$ cat config.mk
export PLATFORM = sky130hd
export DESIGN_NAME = alu_arbiter
export DESIGN_NICKNAME = d
export VERILOG_FILES = /design/src/rtl/alu_arbiter.sv
export SDC_FILE = /design/constraint.sdc
export NUM_CORES = 1
export LEC_CHECK = 0
export ABC_AREA = 1
export CORE_MARGIN = 2
export CORE_UTILIZATION = 39
export CTS_BUF_LIST = sky130_fd_sc_hd__clkbuf_8 sky130_fd_sc_hd__clkbuf_16
export DETAILED_ROUTE_END_ITERATION = 8
export GPL_TIMING_DRIVEN = 0
export PLACE_DENSITY = 0.8
export SLEW_MARGIN = 10
export SYNTH_ARGS = -nofsm -noshare
export SYNTH_HDL_FRONTEND = slang
export SYNTH_SLANG_ARGS = --single-unit
$ cat constraint.sdc
create_clock -name CLK -period 1.7 [get_ports CLK]
set_clock_uncertainty 0.1 [all_clocks]
set_input_delay 0.34 -clock CLK [delete_from_list [all_inputs] [get_ports CLK]]
set_output_delay 0.34 -clock CLK [all_outputs]
set_load 0.05 [all_outputs]
$ cat src/rtl/alu_arbiter.sv
// Round-robin arbiter that shares one combinational ALU between two requesters.
// Define ALU_ARB_STATS_EN to add saturating per-requester grant counters with a clear input.
module alu_arbiter #(
    parameter int unsigned DATA_W      = 8,
    parameter int unsigned EXEC_CYCLES = 1
`ifdef ALU_ARB_STATS_EN
    ,
    parameter int unsigned CNT_W       = 16
`endif
) (
    input  logic              CLK,
    input  logic              RESET,
    input  logic              REQ0_VALID,
    output logic              REQ0_READY,
    input  logic [2:0]        REQ0_SELECT,
    input  logic [DATA_W-1:0] REQ0_DATA1,
    input  logic [DATA_W-1:0] REQ0_DATA2,
    input  logic              REQ1_VALID,
    output logic              REQ1_READY,
    input  logic [2:0]        REQ1_SELECT,
    input  logic [DATA_W-1:0] REQ1_DATA1,
    input  logic [DATA_W-1:0] REQ1_DATA2,
    output logic [DATA_W-1:0] ALU_DATA1,
    output logic [DATA_W-1:0] ALU_DATA2,
    output logic [2:0]        ALU_SELECT,
    input  logic [DATA_W-1:0] ALU_RESULT,
    output logic              RESP_VALID,
    input  logic              RESP_READY,
    output logic              RESP_ID,
    output logic [DATA_W-1:0] RESP_RESULT,
    output logic              RESP_ERR
`ifdef ALU_ARB_STATS_EN
    ,
    input  logic              STATS_CLR,
    output logic [CNT_W-1:0]  GRANT_CNT0,
    output logic [CNT_W-1:0]  GRANT_CNT1
`endif
);

    localparam int unsigned CW = (EXEC_CYCLES > 1) ? $clog2(EXEC_CYCLES) : 1;
    localparam logic [CW-1:0] CNT_LOAD = CW'(EXEC_CYCLES - 1);

    typedef enum logic [1:0] {IDLE, EXEC, RESP} state_t;

    state_t              r_state;
    logic                r_prio;
    logic [CW-1:0]       r_cnt;
    logic [DATA_W-1:0]   r_alu_d1;
    logic [DATA_W-1:0]   r_alu_d2;
    logic [2:0]          r_alu_sel;
    logic                r_resp_valid;
    logic                r_resp_id;
    logic [DATA_W-1:0]   r_resp_result;
    logic                r_resp_err;

    logic                w_idle;
    logic                w_grant0;
    logic                w_grant1;
    logic                w_hs;
    logic [2:0]          w_sel;
    logic [DATA_W-1:0]   w_d1;
    logic [DATA_W-1:0]   w_d2;

    // PRIO only breaks ties; a lone valid requester always wins.
    assign w_idle   = (r_state == IDLE);
    assign w_grant0 = w_idle && REQ0_VALID && (!REQ1_VALID || !r_prio);
    assign w_grant1 = w_idle && REQ1_VALID && (!REQ0_VALID ||  r_prio);
    assign w_hs     = w_grant0 || w_grant1;
    assign w_sel    = w_grant1 ? REQ1_SELECT : REQ0_SELECT;
    assign w_d1     = w_grant1 ? REQ1_DATA1  : REQ0_DATA1;
    assign w_d2     = w_grant1 ? REQ1_DATA2  : REQ0_DATA2;

    assign REQ0_READY  = w_grant0;
    assign REQ1_READY  = w_grant1;
    assign ALU_DATA1   = r_alu_d1;
    assign ALU_DATA2   = r_alu_d2;
    assign ALU_SELECT  = r_alu_sel;
    assign RESP_VALID  = r_resp_valid;
    assign RESP_ID     = r_resp_id;
    assign RESP_RESULT = r_resp_result;
    assign RESP_ERR    = r_resp_err;

    always_ff @(posedge CLK) begin
        if (RESET) begin
            r_state       <= IDLE;
            r_prio        <= 1'b0;
            r_cnt         <= '0;
            r_alu_d1      <= '0;
            r_alu_d2      <= '0;
            r_alu_sel     <= '0;
            r_resp_valid  <= 1'b0;
            r_resp_id     <= 1'b0;
            r_resp_result <= '0;
            r_resp_err    <= 1'b0;
        end else begin
            case (r_state)
                IDLE: begin
                    if (w_hs) begin
                        r_alu_d1  <= w_d1;
                        r_alu_d2  <= w_d2;
                        r_alu_sel <= w_sel;
                        r_resp_id <= w_grant1;
                        r_prio    <= ~w_grant1;
                        // Unsupported opcodes skip the ALU and answer immediately.
                        if (w_sel[2]) begin
                            r_resp_result <= '0;
                            r_resp_err    <= 1'b1;
                            r_resp_valid  <= 1'b1;
                            r_state       <= RESP;
                        end else begin
                            r_cnt   <= CNT_LOAD;
                            r_state <= EXEC;
                        end
                    end
                end
                EXEC: begin
                    if (r_cnt == '0) begin
                        r_resp_result <= ALU_RESULT;
                        r_resp_err    <= 1'b0;
                        r_resp_valid  <= 1'b1;
                        r_state       <= RESP;
                    end else begin
                        r_cnt <= r_cnt - 1'b1;
                    end
                end
                RESP: begin
                    if (RESP_READY) begin
                        r_resp_valid <= 1'b0;
                        r_state      <= IDLE;
                    end
                end
                default: r_state <= IDLE;
            endcase
        end
    end

`ifdef ALU_ARB_STATS_EN
    logic [CNT_W-1:0] r_gcnt0;
    logic [CNT_W-1:0] r_gcnt1;

    assign GRANT_CNT0 = r_gcnt0;
    assign GRANT_CNT1 = r_gcnt1;

    // Clear wins over a same-cycle grant; counts saturate at all-ones.
    always_ff @(posedge CLK) begin
        if (RESET || STATS_CLR) begin
            r_gcnt0 <= '0;
            r_gcnt1 <= '0;
        end else begin
            if (w_grant0 && (r_gcnt0 != '1)) r_gcnt0 <= r_gcnt0 + 1'b1;
            if (w_grant1 && (r_gcnt1 != '1)) r_gcnt1 <= r_gcnt1 + 1'b1;
        end
    end
`endif

endmodule

======== Yosys cells after proc, flatten, opt, wreduce, memory -nomap -nowiden ========
Cells that the tools add are included.
storage, ports and cells
  bits in registers ....................... 34
  latch bits .............................. 0
  bits in writable memories ............... 0
  bits in read-only memories .............. 0
  input port bits ......................... 51
  memories ................................ 0
operators by class
  $add $sub $neg .......................... 1
  multiply operators ...................... 0
  divide/modulo/power cells ............... 0
  $lt $le $gt $ge ......................... 0
  eq/ne operators ......................... 7
  shift operators ......................... 0
  mux-type cells .......................... 23
  bitwise gates (word level) .............. 1
  reductions and logical operators ........ 18
operator list
  cell                 number
  $mux 8               5
  $pmux 8 s2           1
  $mux 1               8
  $mux 2               4
  $ne 2x2->1 const B   3
  $pmux 2 s3           1
  $reduce_and 3->1     2
  $reduce_and 5->1     1
  $logic_and 1x1->1    4
  $ne 2x1->1 const B   2
  $pmux 1 s2           2
  $reduce_and 4->1     1
  $logic_not 1->1      3
  $logic_or 1x1->1     3
  $mux 3               1
  $pmux 1 s3           1
  $reduce_bool 3->1    1
  $eq 2x1->1 const B   1
  $eq 2x2->1 const B   1
  $logic_not 2->1      1
  $reduce_and 2->1     1
  $reduce_bool 2->1    1
  $not 1->1            1
  $sub 1x1->1 const B  1

======== Longest topological paths before layout ========
Gate-level depths: netlist of run 1.
  depth in word-level cells ............... 7
  depth in mapped cells ................... 10

======== Least setup slack after synthesis of run 1 ========
No wires, ideal clock.
  path kind ............................... register to output
  from .................................... register r_state[0]
  to ...................................... output port REQ1_READY
  arrival ................................. 0.969 ns
  data required time ...................... 1.260 ns
  path slack .............................. 0.291 ns
  stages on the path, launching flop included .. 5
  path buffers ............................ 1
  cells stage by stage .................... dfxtp_1 -> nor2_4 -> nand3_4 -> inv_2 -> buf_6
between the ends
  word-level cells in the longest chain between the ends .. 3
ends and longest elaborated chain
  what                             line  text
  from (decl)                      45    state_t r_state;
  from (signal assigned)           85    r_state <= IDLE;
  from (signal assigned)           109   r_state <= RESP;
  from (signal assigned)           112   r_state <= EXEC;
  $logic_not 2->1                  65    assign w_idle = (r_state == IDLE);
  $logic_and 1x1->1 (2 in series)  67    assign w_grant1 = w_idle && REQ1_VALID && (!REQ0_VALID || r_prio);
  to (decl)                        19    output logic REQ1_READY,
Every way passes these cells.

======== Final worst setup path of run 1 ========
  from .................................... register r_state[1]
  to ...................................... output port REQ1_READY
The elaborated chain is that of the path after synthesis.

==> results of run 1 <==
[power by group through the flow]
stage,Clock (mW),Sequential (mW),Combinational [mW]
2_1_floorplan,0,1.18,0.345
3_3_place_gp,0,0.918,0.947
3_5_place_dp,0,0.921,0.950
4_1_cts,0.660,0.901,0.926
5_1_grt,0.703,0.907,1.11
6_report,0.640,0.900,1.02
[layer usage]
layer | vias to the layer above | global-route usage [%]
li1 | 858 | -
met1 | 708 | 21.3
met2 | 54 | 32.6
met3 | 7 | 9.12
met4 | 0 | 6.89
met5 | - | 0
[cell families after synthesis]
group / synth area share [%]
compound gates: 8.22
buf+inv: 11.7
flops: 43.0
simple gates: 37.1
[synthesized netlist by cell type]
| cell type | number |
|---|---|
| nor2_1 | 9 |
| nand3b_1 | 1 |
| a21oi_1 | 5 |
| buf_6 | 4 |
| dfxtp_1 | 33 |
| nand3_1 | 17 |
| nand2_1 | 84 |
| inv_1 | 30 |
| o211ai_1 | 2 |
| o21ai_0 | 5 |
| a21oi_2 | 7 |
| buf_1 | 1 |
| nand4_1 | 1 |
| nand3_4 | 1 |
| nand2_4 | 2 |
| nand3_2 | 2 |
| nand2_2 | 8 |
| inv_2 | 3 |
| nor2_4 | 1 |
| clkbuf_1 | 2 |
[sequential cells by signal, indices dropped and copies added, names as in the netlist]
register / cells
RESP_RESULT: 8
RESP_VALID: 1
ALU_DATA1: 8
ALU_DATA2: 8
ALU_SELECT: 3
r_state: 2
RESP_ID: 1
RESP_ERR: 1
r_prio: 1
[cell type report]
type                            count  area, um2  share of cell area [%]
Buffer                              6       52.6                    1.99
Clock buffer                        7       96.3                    3.65
Clock inverter                      1       5.00                   0.190
Inverter                           33        141                    5.36
Multi-Input combinational cell    145        722                    27.3
Sequential cell                    33        664                    25.2
Tap cell                           48       60.1                    2.27
Timing Repair Buffer               92        898                    34.0
[critical path: stages, from the launching register on]
cell	delay (ns)
dfxtp_4	0.35
nor2_4	0.18
buf_6	0.13
nand3_4	0.11
inv_8	0.08
buf_8	0.14
[final timing paths]
check / startpoint / to / slack [ns] / cells after the start
max reg2reg: r_state[1] / ALU_DATA2[5] / 0.05 / 11
min: RESP_ERR / RESP_ERR / 0.35 / 2
min reg2reg: RESP_ERR / RESP_ERR / 0.35 / 2
max: r_state[1] / REQ1_READY / -0.02 / 5
[per-stage QoR]
stage          area [um2]  utilization (%)  hold slack [ns]  std cells  setup TNS (ns)
2_1_floorplan        1540                -            0.309        218               0
6_report             2640             71.0            0.346        365         -0.0217
5_1_grt              2640             71.0            0.363        365          -0.338
4_1_cts              2510             67.6            0.349        358          -0.166
3_5_place_dp         2420             65.1            0.345        348           -6.89
3_3_place_gp         2420             65.1            0.338        348           -6.53
[what timing repair did]
| item | CTS | global route |
|---|---|---|
| setup endpoints to repair | 32 | 22 |
| hold buffers | 0 | 0 |
| gates cloned | 0 | 1 |
| setup buffers | 3 | 6 |
| gates resized for setup | 52 | 15 |
| pin swaps | 0 | 3 |
| hold endpoints to repair | 0 | 0 |
==> flow_summary.ini, run 1 <==
[status]
status = complete, but fails checks
violations = negative setup slack

[detailed_routing]
dr.max_layer_used = met4
wirelength_um = 4130
drt-met1-wl_um = 1690
drtPass1Iterations = 4
wl_met2_um = 1950
wl_met3_um = 452
drt-vias-per-instance = 4.46
detail-route-antenna-nets = 0
routedWlPerCell_um = 11.3
vias = 1627
drc = 0
drt_first_iter_violations = 53

[layout]
layout.nets = 367
final_cell_mix = nand2_1 (82), clkdlybuf4s50_1 (48), dfxtp_1 (32)
final_common_cell = nand2_1
area_delta_synth_final_pct = 71.8
fillers = 321
drive_above_1_share_pct = 16.1
diodes = 0

[clocking]
cts.reportedPaths.clkPinSlew_ns = 0.06
cts_max_level = 2
clockBufferDepth = 2
clock-sinks = 33
clock_latency_ns = 0.28
cts_buffers = 5
cts_tree = done
clockRootBuffer = clkbuf_8

[logic_synthesis]
ys_ff_latch = 33
syn_inst = 218
yosysTopAreaCell = dfxtp_1
synth.yosys.seq_area_share_pct = 43.0
synth.area.top_cells = dfxtp_1 (43%), nand2_1 (21%), inv_1 (7.3%), nand3_1 (5.5%), a21oi_2 (4.0%)
synth_warnings = 0
synth_cell_types = 20
synth_top_area_share_pct = 43.0
synth_area_mm2 = 0.00154
synth.avg_cell_area_um2 = 7.05
syn-num-nets = 269

[worst_hold_path]
min_path_type = flop to flop

[sta]
final-setup-viol-count = 2
setup_slack_ns = -0.0167
fmax_ghz = 0.583
rsz0062_at_grt = yes
post-route-period-util_pct = 101
worst_slew_pin_slew_ns = 0.625
hold_violations = 0
min_period_ns = 1.72
relSlewSlack_pct = 58.3
slew_viol_final = 0

[setup_path]
arrival_ns = 1.28
critPathRequiredTime_ns = 1.26
crit_fanout = 4
worst-setup-path-type = flop to output pin
cp-end-kind = output pin
cp-start-kind = flop

[pwr]
p_leak_nw = 1.38
p_sw_mw = 0.938
p_seq_share_pct = 35.1
p_clk_share_pct = 24.9
p_total_mw = 2.56
power_switching_share_pct = 36.6
p_per_area_mw_per_mm2 = 971
p_comb_share_pct = 40.0
power.internal_mw = 1.63
vdd_ir_drop_max_v = 0.000653

[global_route]
antenna_found_initial = 0
grt_pass1_vias = 1516
gr-total-overflow = 0
grt_max_degree = 17
grt.total_usage_pct = 19.4
grt_pass1_wl_um = 6470

[floorplan]
start_util_pct = 41.3
rows = 22
fp.dieW_um = 66.8
dieArea_mm2 = 0.00446
coreArea_mm2 = 0.00372
die_h_um = 66.8
io_pins = 83

[run]
maxCapViolations = 0

[placement]
portBuffers = 82
place_ws_ns = -1.02
gp_congestion = 0.755
place_hpwl_um = 2870
Power figures use the tool's default switching activity.
==> run 2, diff against run 1 <==
--- a/config.mk
+++ b/config.mk
@@ -11,8 +11,9 @@
 export CTS_BUF_LIST = sky130_fd_sc_hd__clkbuf_8 sky130_fd_sc_hd__clkbuf_16
 export DETAILED_ROUTE_END_ITERATION = 8
 export GPL_TIMING_DRIVEN = 0
+export HOLD_SLACK_MARGIN = 0.15
 export PLACE_DENSITY = 0.8
-export SLEW_MARGIN = 10
+export SLEW_MARGIN = 5
 export SYNTH_ARGS = -nofsm -noshare
 export SYNTH_HDL_FRONTEND = slang
 export SYNTH_SLANG_ARGS = --single-unit
==> results of run 2 <==
The final DEF is identical to that of run 1; final timing and power are the same.
